<file path="config.mk">
export PLATFORM = sky130hd
export DESIGN_NAME = mem_byte_seq
export DESIGN_NICKNAME = d
export VERILOG_FILES = /design/src/rtl/mem_byte_seq_pkg.sv /design/src/rtl/mem_byte_seq.sv
export SDC_FILE = /design/constraint.sdc
export NUM_CORES = 1
export LEC_CHECK = 0
export BUFFER_PORTS_ARGS = -buffer_cell sky130_fd_sc_hd__clkbuf_2
export CORE_AREA = 2 2 136 138
export DETAILED_ROUTE_END_ITERATION = 10
export DIE_AREA = 0 0 138 140
export PLACE_DENSITY_LB_ADDON = 0.3
export SLEW_MARGIN = 10
export SYNTH_ARGS = -nofsm -noshare
export SYNTH_HDL_FRONTEND = slang
export SYNTH_SLANG_ARGS = --single-unit
</file>
<file path="constraint.sdc">
create_clock -name clk -period 5.61 [get_ports clk]
set_clock_uncertainty 0.05 [all_clocks]
set_input_delay 1.122 -clock clk [delete_from_list [all_inputs] [get_ports clk]]
set_output_delay 1.122 -clock clk [all_outputs]
set_load 0.05 [all_outputs]
</file>
<file path="src/rtl/mem_byte_seq_pkg.sv">
`default_nettype none
// =============================================================================
// Module : mem_byte_seq_pkg
// Brief  : Shared state/size encodings and byte-count helper for mem_byte_seq.
// Rev    : 1.0  initial release
// =============================================================================
package mem_byte_seq_pkg;

    typedef enum logic [1:0] {
        ST_IDLE  = 2'd0,
        ST_ISSUE = 2'd1,
        ST_DRAIN = 2'd2
    } state_e;

    localparam logic [1:0] SIZE_BYTE = 2'd0;
    localparam logic [1:0] SIZE_HALF = 2'd1;
    localparam logic [1:0] SIZE_WORD = 2'd2;

    // Byte counter width: must hold the value 4 (one past the last lane index).
    localparam int CNT_W = 3;

    // Size code 3 is deliberately folded into the word case.
    function automatic logic [CNT_W-1:0] size_to_bytes(input logic [1:0] size);
        case (size)
            SIZE_BYTE: return CNT_W'(1);
            SIZE_HALF: return CNT_W'(2);
            default:   return CNT_W'(4);
        endcase
    endfunction

endpackage
`default_nettype wire

</file>
<file path="src/rtl/mem_byte_seq.sv">
`default_nettype none
// =============================================================================
// Module : mem_byte_seq
// Brief  : Splits LB/LH/LW/SB/SH/SW into byte RAM accesses with grant retry,
//          little-endian load assembly and sign/zero extension.
// Rev    : 1.0  initial release
// =============================================================================
module mem_byte_seq
    import mem_byte_seq_pkg::*;
#(
    parameter int ADDR_W = 32,
    parameter int DATA_W = 32
) (
    input  logic              clk,
    input  logic              rst,
    input  logic              rdy,
    input  logic              req_i,
    input  logic              write_i,
    input  logic [1:0]        size_i,
    input  logic              signed_i,
    input  logic [ADDR_W-1:0] addr_i,
    input  logic [DATA_W-1:0] wdata_i,
    output logic              busy_o,
    output logic              done_o,
    output logic [DATA_W-1:0] rdata_o,
    output logic              mem_request_o,
    output logic [ADDR_W-1:0] mem_addr_o,
    output logic              mem_write_o,
    output logic [7:0]        mem_wdata_o,
    input  logic              mem_grant_i,
    input  logic [7:0]        ram_din_i
);

    localparam int LANE_W = $clog2(DATA_W / 8);

    state_e              state_q, state_d;
    logic                write_q, write_d;
    logic                signed_q, signed_d;
    logic [CNT_W-1:0]    nbytes_q, nbytes_d;
    logic [ADDR_W-1:0]   addr_q, addr_d;
    logic [DATA_W-1:0]   wdata_q, wdata_d;
    logic [CNT_W-1:0]    idx_q, idx_d;
    logic                pend_valid_q, pend_valid_d;
    logic [LANE_W-1:0]   pend_idx_q, pend_idx_d;
    logic [DATA_W-1:0]   asm_q, asm_d;
    logic [DATA_W-1:0]   rdata_q, rdata_d;
    logic                done_q, done_d;
    logic [DATA_W-1:0]   asm_cap;

    function automatic logic [DATA_W-1:0] extend(input logic [DATA_W-1:0] v,
                                                 input logic [CNT_W-1:0]  n,
                                                 input logic              sgn);
        logic [DATA_W-1:0] r;
        logic              fill;
        r    = v;
        fill = sgn & v[8 * int'(n) - 1];
        for (int i = 0; i < DATA_W; i++) begin
            if (i >= 8 * int'(n)) r[i] = fill;
        end
        return r;
    endfunction

    always_comb begin
        state_d      = state_q;
        write_d      = write_q;
        signed_d     = signed_q;
        nbytes_d     = nbytes_q;
        addr_d       = addr_q;
        wdata_d      = wdata_q;
        idx_d        = idx_q;
        pend_valid_d = pend_valid_q;
        pend_idx_d   = pend_idx_q;
        asm_d        = asm_q;
        rdata_d      = rdata_q;
        done_d       = 1'b0;

        // RAM data arrives one cycle after its granted address.
        asm_cap = asm_q;
        if (pend_valid_q) asm_cap[{pend_idx_q, 3'b000} +: 8] = ram_din_i;

        if (rdy) begin
            asm_d        = asm_cap;
            pend_valid_d = 1'b0;
            unique case (state_q)
                ST_IDLE: begin
                    if (req_i) begin
                        write_d  = write_i;
                        signed_d = signed_i;
                        nbytes_d = size_to_bytes(size_i);
                        addr_d   = addr_i;
                        wdata_d  = wdata_i;
                        idx_d    = '0;
                        asm_d    = '0;
                        state_d  = ST_ISSUE;
                    end
                end
                ST_ISSUE: begin
                    if (mem_grant_i) begin
                        idx_d = idx_q + CNT_W'(1);
                        if (!write_q) begin
                            pend_valid_d = 1'b1;
                            pend_idx_d   = idx_q[LANE_W-1:0];
                        end
                        if (idx_q + CNT_W'(1) == nbytes_q) begin
                            state_d = write_q ? ST_IDLE : ST_DRAIN;
                            done_d  = write_q;
                        end
                    end
                end
                ST_DRAIN: begin
                    state_d = ST_IDLE;
                    done_d  = 1'b1;
                    rdata_d = extend(asm_cap, nbytes_q, signed_q);
                end
                default: state_d = ST_IDLE;
            endcase
        end else if (pend_valid_q) begin
            // Frozen cycle loses the returning byte: rewind and fetch it again.
            pend_valid_d = 1'b0;
            idx_d        = CNT_W'(pend_idx_q);
            if (state_q == ST_DRAIN) state_d = ST_ISSUE;
        end
    end

    always_ff @(posedge clk or posedge rst) begin
        if (rst) begin
            state_q      <= ST_IDLE;
            write_q      <= 1'b0;
            signed_q     <= 1'b0;
            nbytes_q     <= '0;
            addr_q       <= '0;
            wdata_q      <= '0;
            idx_q        <= '0;
            pend_valid_q <= 1'b0;
            pend_idx_q   <= '0;
            asm_q        <= '0;
            rdata_q      <= '0;
            done_q       <= 1'b0;
        end else begin
            state_q      <= state_d;
            write_q      <= write_d;
            signed_q     <= signed_d;
            nbytes_q     <= nbytes_d;
            addr_q       <= addr_d;
            wdata_q      <= wdata_d;
            idx_q        <= idx_d;
            pend_valid_q <= pend_valid_d;
            pend_idx_q   <= pend_idx_d;
            asm_q        <= asm_d;
            rdata_q      <= rdata_d;
            done_q       <= done_d;
        end
    end

    assign busy_o        = (state_q != ST_IDLE);
    assign done_o        = done_q;
    assign rdata_o       = rdata_q;
    assign mem_request_o = (state_q == ST_ISSUE);
    assign mem_write_o   = mem_request_o & write_q;
    assign mem_addr_o    = addr_q + ADDR_W'(idx_q);
    assign mem_wdata_o   = wdata_q[{idx_q[LANE_W-1:0], 3'b000} +: 8];

endmodule
`default_nettype wire

</file>
# Word-level counts from Yosys, hierarchy flattened
# Cells that the tools add are included.
dict set report totals {
  wordCells 134
  in_bits 81
  output_inout_bits 76
  reg_bits 142
}
dict set report op_classes {
  n_bitwise 3
  n_reduce_logical 10
  eq_ne 8
  magnitude_cmp 33
  mux 61
  addsub 4
  shift 3
}
# cell count
set op_table {}
lappend op_table {{$ge A5 B6 Y1 const A} 16}
lappend op_table {{$mux W32} 3}
lappend op_table {{$ge A4 B6 Y1 const A} 8}
lappend op_table {{$mux W1} 41}
lappend op_table {{$add A32 B3 Y32} 1}
lappend op_table {{$bwmux W32} 1}
lappend op_table {{$shift A8 B7 Y32 const A} 1}
lappend op_table {{$shiftx A32 B6 Y8} 1}
lappend op_table {{$shiftx A8 B7 Y32} 1}
lappend op_table {{$ge A3 B6 Y1 const A} 4}
lappend op_table {{$mux W2} 7}
lappend op_table {{$ge A1 B6 Y1 const A} 2}
lappend op_table {{$ge A2 B6 Y1 const A} 2}
lappend op_table {{$mux W3} 4}
lappend op_table {{$pmux W3 S2} 2}
lappend op_table {{$reduce_and A4 Y1} 2}
lappend op_table {{$lt A7 B7 Y1 const B} 1}
lappend op_table {{$neg A5 Y7} 1}
lappend op_table {{$sub A6 B1 Y7 const B} 1}
lappend op_table {{$ne A3 B2 Y1 const B} 2}
lappend op_table {{$reduce_bool A2 Y1} 3}
lappend op_table {{$bmux W1 S5} 1}
lappend op_table {{$reduce_and A5 Y1} 1}
lappend op_table {{$eq A2 B1 Y1 const B} 2}
lappend op_table {{other kinds (12)} 14}

# Logic depth before layout (Yosys ltp)
# Gate-level depths: netlist (run 1).
dict set report logic_depth {
  depth_word 9
  depth_mapped 8
}

# Least setup slack after synthesis (run 1)
# OpenSTA, ideal clock, no wires.
dict set report synth_timing {
  kind {register -> output}
  startpoint {register idx_q[0]}
  endpoint {output port mem_addr_o[20]}
  path_slack_ps 1951
  n_path_buf 1
  required_time_ps 4438
  stages_incl_launch_ff 9
  arrival_ps 2487
  path_cell_list {dfrtp_1 -> ha_1 -> fa_1 -> a21o_1 -> and3_1 -> and4_1 -> clkbuf_1 -> nand4_1 -> xnor2_1}
}
dict set report synth_between {
  elab_chain_len 1
}
# item line_no
set synth_lines {}
lappend synth_lines {{start, declared} mem_byte_seq.sv:42} ;# logic [CNT_W-1:0] idx_q, idx_d;
lappend synth_lines {{start signal, assigned} mem_byte_seq.sv:146} ;# idx_q <= idx_d;
lappend synth_lines {{$add A32 B3 Y32} mem_byte_seq.sv:160} ;# assign mem_addr_o = addr_q + ADDR_W'(idx_q);
lappend synth_lines {{end, declared} mem_byte_seq.sv:27} ;# output logic [ADDR_W-1:0] mem_addr_o,
# Every way passes these cells.

# Worst setup path in the final report (run 1)
dict set report layout_timing {
  startpoint {register idx_q[0]}
  endpoint {output port mem_addr_o[23]}
}
# Same word-level chain as after synthesis.

==> reports/results.txt, run 1 <==
cell count after synthesis = 608
met2 usage in global routing = 29.5%
Vias = 5475
CTS buffer count = 17
n_diodes = 0
#FFs+latches synth = 142
die height = 140 um
boundary pin count = 157
GR peak layer = met2
global route overflow = 0
syn avg cell area = 11.6 um2
CTS Buffer Depth = 2
WL final = 17600 um
largest net degree at the start of global routing = 98
P_leak = 3.97 nW
Syn Nets = 704
Post-CTS Setup Bufs = 0
H-Tree Level Count = 4
fmax = 0.230 GHz
Crit path largest cell delay = 800 ps
Tmin final = 4340 ps
Crit-path slowest cell = dfrtp_1
Post-DP HPWL = 12600 um
DRT Pass-1 Iters = 5
ys flop type = dfrtp_1
warning count from the yosys run = 0
wire per inst = 17.8 um
Max VDD drop = 0.000504 V
Synth async-reset ratio = 100%
initial drt markers = 264
Final Hold Fails = 0
I/O Buffers = 156
outcome = finished clean
Crit Path Max Fanout = 14
Min-Delay Endpoint = rdata_o[23]
R2R Path End = rdata_o[7]
RR Startpoint = state_q[0]
register-to-register setup slack = 2840 ps
global placement routability congestion = 0.842
setup TNS = 0 ps
WHS Path Cells = 2
Seq/Total Area, Yosys = 50.3%
vias per cell = 5.54
post-synthesis cell type count = 54
Global Route met3 Usage = 5.88%
unrepaired setup endpoints after global routing = no
Antenna Nets Post-Route = 0
Synth-to-Final Area Change = 21.5%
hold_sp = rdata_o[23]
fin nets = 842
CTS resizes = 0
die area = 19300 um2
Core Util, Final = 48.2%
initial antenna violation count = 1
total clock sinks = 142
clock root buffer = clkbuf_16
placed cell area = 8010 um2
worst setup path class = reg -> out
measured slew at the worst slew-check pin = 988 ps
Initial Util = 39.7%
Worst Setup Start Kind = flop
final period utilization = 77.4%
pwr dens = 620 nW/um2
CTS tree = built
clock transition at the registers of the reported paths = 60 ps
CP bufs+invs = 1
worst min-delay path class = reg -> reg
placeable core area = 17800 um2
vias in the first global route = 5668
Setup crit end kind = output port
cts hold-fix bufs = 0
critical path's top delay family = flip-flops
Rel. slew slack = 34.1%
design area = 8570 um2
Fillers = 1620
critical path required time = 4440 ps
share of cells above drive strength 1 = 36.9%
DRC violations left = 0
Die X = 138 um
CP arrival = 3170 ps
row cnt = 49
max_cap viols = 0
Mapped Area = 7060 um2
M1 GR Usage = 23.9%
worst-path cell chain = ha_1 -> a21oi_1 -> o21ai_1 -> nand4_1 -> nor4_1 -> xor2_1 -> clkbuf_2
first-pass GRT wire length = 28900 um
Clk Latency, worst-skew pair = 420 ps
Max Slew Vio Count = 0
R2R depth = 7
Post-synth EDFFs = 0
final setup violation count = 0
GR Util All Layers = 18.4%
-- power breakdown --
| part | leakage (nW) | switching, W | internal (W) |
|---|---|---|---|
| clock network | 0.261 | 0.000483 | 0.000593 |
| logic | 1.90 | 0.00169 | 0.000822 |
| registers | 1.81 | 0.000348 | 0.00137 |
| total | 3.97 | 0.00252 | 0.00279 |
-- metal layers --
layer | wire [um] | part of all wire, % | up-vias
li1 | - | - | 2528
met1 | 7760 | 44 | 2711
met2 | 8180 | 46 | 211
met3 | 1370 | 7.8 | 23
met4 | 280 | 1.6 | 2
met5 | 13 | 0.074 | -
-- metrics by stage --
| stage | power, W | setup slack (ps) | hold WS, ps | std cells |
|---|---|---|---|---|
| 4_1_cts | 0.00536 | 1200 | 450 | 988 |
| 6_report | 0.00531 | 1270 | 442 | 988 |
| 3_5_place_dp | 0.00426 | 1670 | 433 | 956 |
| 5_1_grt | 0.00561 | 919 | 460 | 988 |
| 2_1_floorplan | 0.00369 | 628 | 399 | 608 |
| 3_3_place_gp | 0.00420 | 1690 | 412 | 956 |
-- synth_stat cells (5+ instances only) --
cell type | number | area share, %
dfrtp_1 | 142 | 50
mux2_2 | 70 | 11
nand2_1 | 40 | 2.1
o21ai_0 | 38 | 2.7
a22o_1 | 37 | 4.6
clkbuf_1 | 29 | 1.5
nor2_1 | 26 | 1.4
xnor2_1 | 22 | 2.7
nand3_1 | 16 | 1.1
inv_1 | 15 | 0.80
ha_1 | 14 | 2.5
a21oi_1 | 13 | 0.92
a221o_1 | 11 | 1.6
xor2_1 | 10 | 1.2
a22oi_1 | 9 | 0.96
and3_1 | 9 | 0.80
nand4_1 | 9 | 0.80
a211oi_1 | 8 | 0.85
a221oi_1 | 8 | 0.99
buf_1 | 8 | 0.43
mux4_2 | 8 | 2.6
nor3_1 | 7 | 0.50
and4_1 | 5 | 0.62
nand2b_1 | 5 | 0.44
o21ai_1 | 5 | 0.35
-- worst max path at each step --
stage / cells after the start / from / to
after global placement: 7 / idx_q[0] / mem_addr_o[23]
after CTS: 7 / idx_q[0] / mem_addr_o[23]
final: 7 / idx_q[0] / mem_addr_o[23]
after detailed placement: 7 / idx_q[0] / mem_addr_o[23]
after global routing: 7 / idx_q[0] / mem_addr_o[23]
after floorplan: 1 / rst / addr_q[0]
-- registers in the layout (all words and copies together), names as in the netlist --
register and cells:
idx_q 3, rdata_o 32, addr_q 32, pend_idx_q 2, write_q 1, pend_valid_q 1, wdata_q 32, nbytes_q 3
asm_q 32, done_o 1, state_q 2, signed_q 1
-- kinds of logic after synthesis --
family                     after synthesis  share of synthesized area [%]
AOI/OAI and AO/OA                      149                           15.7
DFF                                    142                           50.3
and+or+nand+nor                        133                           9.75
muxes                                   81                           14.1
buffers and inverters                   55                           2.98
xor gates and xnor gates                33                           4.29
adders and majority gates               15                           2.77
-- layout make-up --
type / instances / area, um2 / share of cell area, %
flip-flops and latches: 142 / 3550 / 41.5
clock inverters: 14 / 121 / 1.42
inverters: 15 / 61.3 / 0.715
repair buffers: 159 / 803 / 9.37
multi-input cells: 411 / 3310 / 38.6
well taps: 229 / 287 / 3.34
clock buffers: 18 / 439 / 5.12
-- cells in the final DEF, fill, tap and decap left out, drive strengths merged, types with 9 or more instances in the layout --
cell type,instances
nand4,9
inv,24
ha,14
nand2,40
a221oi,10
mux2,70
nand3,16
xor2,10
a22o,37
xnor2,22
o21ai,43
nor2,27
clkbuf,174
a221o,11
a22oi,9
a21oi,13
dfrtp,142
and3,9
-- tightest hold or removal path: cells and delay by family, from the launching register on --
family          cells  cell delay [ps]
simple gates        1               60
flops               1              340
compound gates      1               60
Power figures use the tool's default switching activity.
==> run 2: changes to the inputs <==
clock period = 4.15 ns   (was 5.61 ns; I/O delays follow)
==> run 2 against run 1 <==
  * Via count increased by 0.35%
  * Combinational power up 38%
  * Power grew 36%
  * Flip-flop and latch count unchanged
  * Worst setup slack lost 860 ps
  * Critical path depth unchanged
  * Core utilization increased by 0.27 points
  * Wire length grew 1.3%
  * Sequential power rose by 33%
  * Clock power grew 35%
  * Register-to-register slack worse by 1500 ps
  * Die area stayed put
==> reports/results.txt, run 2 (synthesis gave the netlist of run 1 again) <==
outcome = finished clean
unrepaired setup endpoints after global routing = no
fin nets = 846
initial drt markers = 328
global route overflow = 0
Post-CTS Setup Bufs = 0
worst-path cell chain = ha_1 -> nand3_1 -> o21ai_1 -> nand4_1 -> nor4_1 -> xor2_1 -> clkbuf_2
placed cell area = 8050 um2
critical path required time = 3270 ps
DRT Pass-1 Iters = 7
cts hold-fix bufs = 0
P_leak = 4.00 nW
pwr dens = 836 nW/um2
CTS buffer count = 17
Clk Latency, worst-skew pair = 420 ps
max_cap viols = 0
Die X = 138 um
register-to-register setup slack = 1390 ps
CTS Buffer Depth = 2
most common cell after layout, fill and taps aside = clkbuf_2
Crit path largest cell delay = 460 ps
Synth-to-Final Area Change = 22.1%
wire per inst = 18.0 um
Fillers = 1651
Max VDD drop = 0.000734 V
Hold Slack = 444 ps
CP arrival = 2860 ps
Tmin final = 3740 ps
Rel. slew slack = 40.9%
Worst Setup Start Kind = flop
final period utilization = 90.2%
Antenna Nets Post-Route = 0
final setup violation count = 0
GR Util All Layers = 18.8%
vias in the first global route = 5665
initial antenna violation count = 1
Initial Util = 39.7%
total clock sinks = 142
I/O Buffers = 156
Post-DP HPWL = 13000 um
Setup crit end kind = output port
register area = 3550 um2
setup TNS = 0 ps
CP bufs+invs = 1
Core Util, Final = 48.5%
share of cells above drive strength 1 = 37.2%
critical path's top delay family = simple AND/OR/NAND/NOR gates
clock root buffer = clkbuf_16
WL final = 17800 um
first-pass GRT wire length = 29600 um
DRC violations left = 0
fmax = 0.267 GHz
Final Hold Fails = 0
Crit Path Max Fanout = 7
Crit-path slowest cell = o21ai_1
CTS resizes = 0
Max Slew Vio Count = 0
CTS tree = built
die height = 140 um
H-Tree Level Count = 4
worst setup path class = reg -> out
die area = 19300 um2
measured slew at the worst slew-check pin = 880 ps
largest net degree at the start of global routing = 72
global placement routability congestion = 0.824
Vias = 5494
vias per cell = 5.53
area of the multi-input gates = 3310 um2
boundary pin count = 157
design area = 8620 um2
worst min-delay path class = reg -> reg
most frequent cells in the layout = clkbuf_2 (156), dfrtp_1 (142), mux2_2 (70)
clock transition at the registers of the reported paths = 60 ps
placeable core area = 17800 um2
row cnt = 49
[run 2: changes by cell type in the layout (fill, tap and decap cells not counted), sizes merged]
cell | before | now
clkinv | 0 | 4
diode | 0 | 1
clkinvlp | 5 | 3
buf | 3 | 7
inv | 24 | 22
[run 2: power by group]
group | switching (W) | internal (W) | leakage, nW
Combinational | 0.00234 | 0.00112 | 1.92
Sequential | 0.000434 | 0.00186 | 1.81
Clock | 0.000653 | 0.000803 | 0.274
[run 2: through the flow]
stage          instances  total power [W]  setup WS [ps]
2_1_floorplan        608          0.00499            783
3_3_place_gp         960          0.00569            924
3_5_place_dp         960          0.00579            852
4_1_cts              992          0.00727            383
5_1_grt              992          0.00761            212
6_report             993          0.00721            406
[run 2: worst min-delay path, cell delays in order (launching register included)]
cell	delay (ps)
dfrtp_1	350
nand2_1	50
o31ai_1	60
[run 2: worst paths after layout]
kind / start / end / cells after the start
max: idx_q[2] / mem_addr_o[23] / 7
min: asm_q[15] / asm_q[15] / 2
max reg2reg: pend_idx_q[0] / rdata_o[17] / 7
min reg2reg: asm_q[15] / asm_q[15] / 2
max in group asynchronous: rst / rdata_o[7] / 3
min in group asynchronous: rst / addr_q[31] / 2
[run 2: routing by layer]
metal  vias to the layer above  track usage, %  wire length [um]
met5                         -               0                 0
met4                         0            5.91               261
met3                        22            6.09              1530
met2                       210            30.6              8500
met1                      2722            24.0              7540
li1                       2540               -                 -
[run 2: final cells by class]
| type | count | area share [%] |
|---|---|---|
| antenna | 1 | 0.0290 |
| clock buffer | 18 | 5.09 |
| clock inverter | 14 | 1.47 |
| inverter | 15 | 0.697 |
| multi-input combinational | 411 | 38.4 |
| sequential | 142 | 41.2 |
| tap | 229 | 3.32 |
| timing repair buffer | 163 | 9.81 |
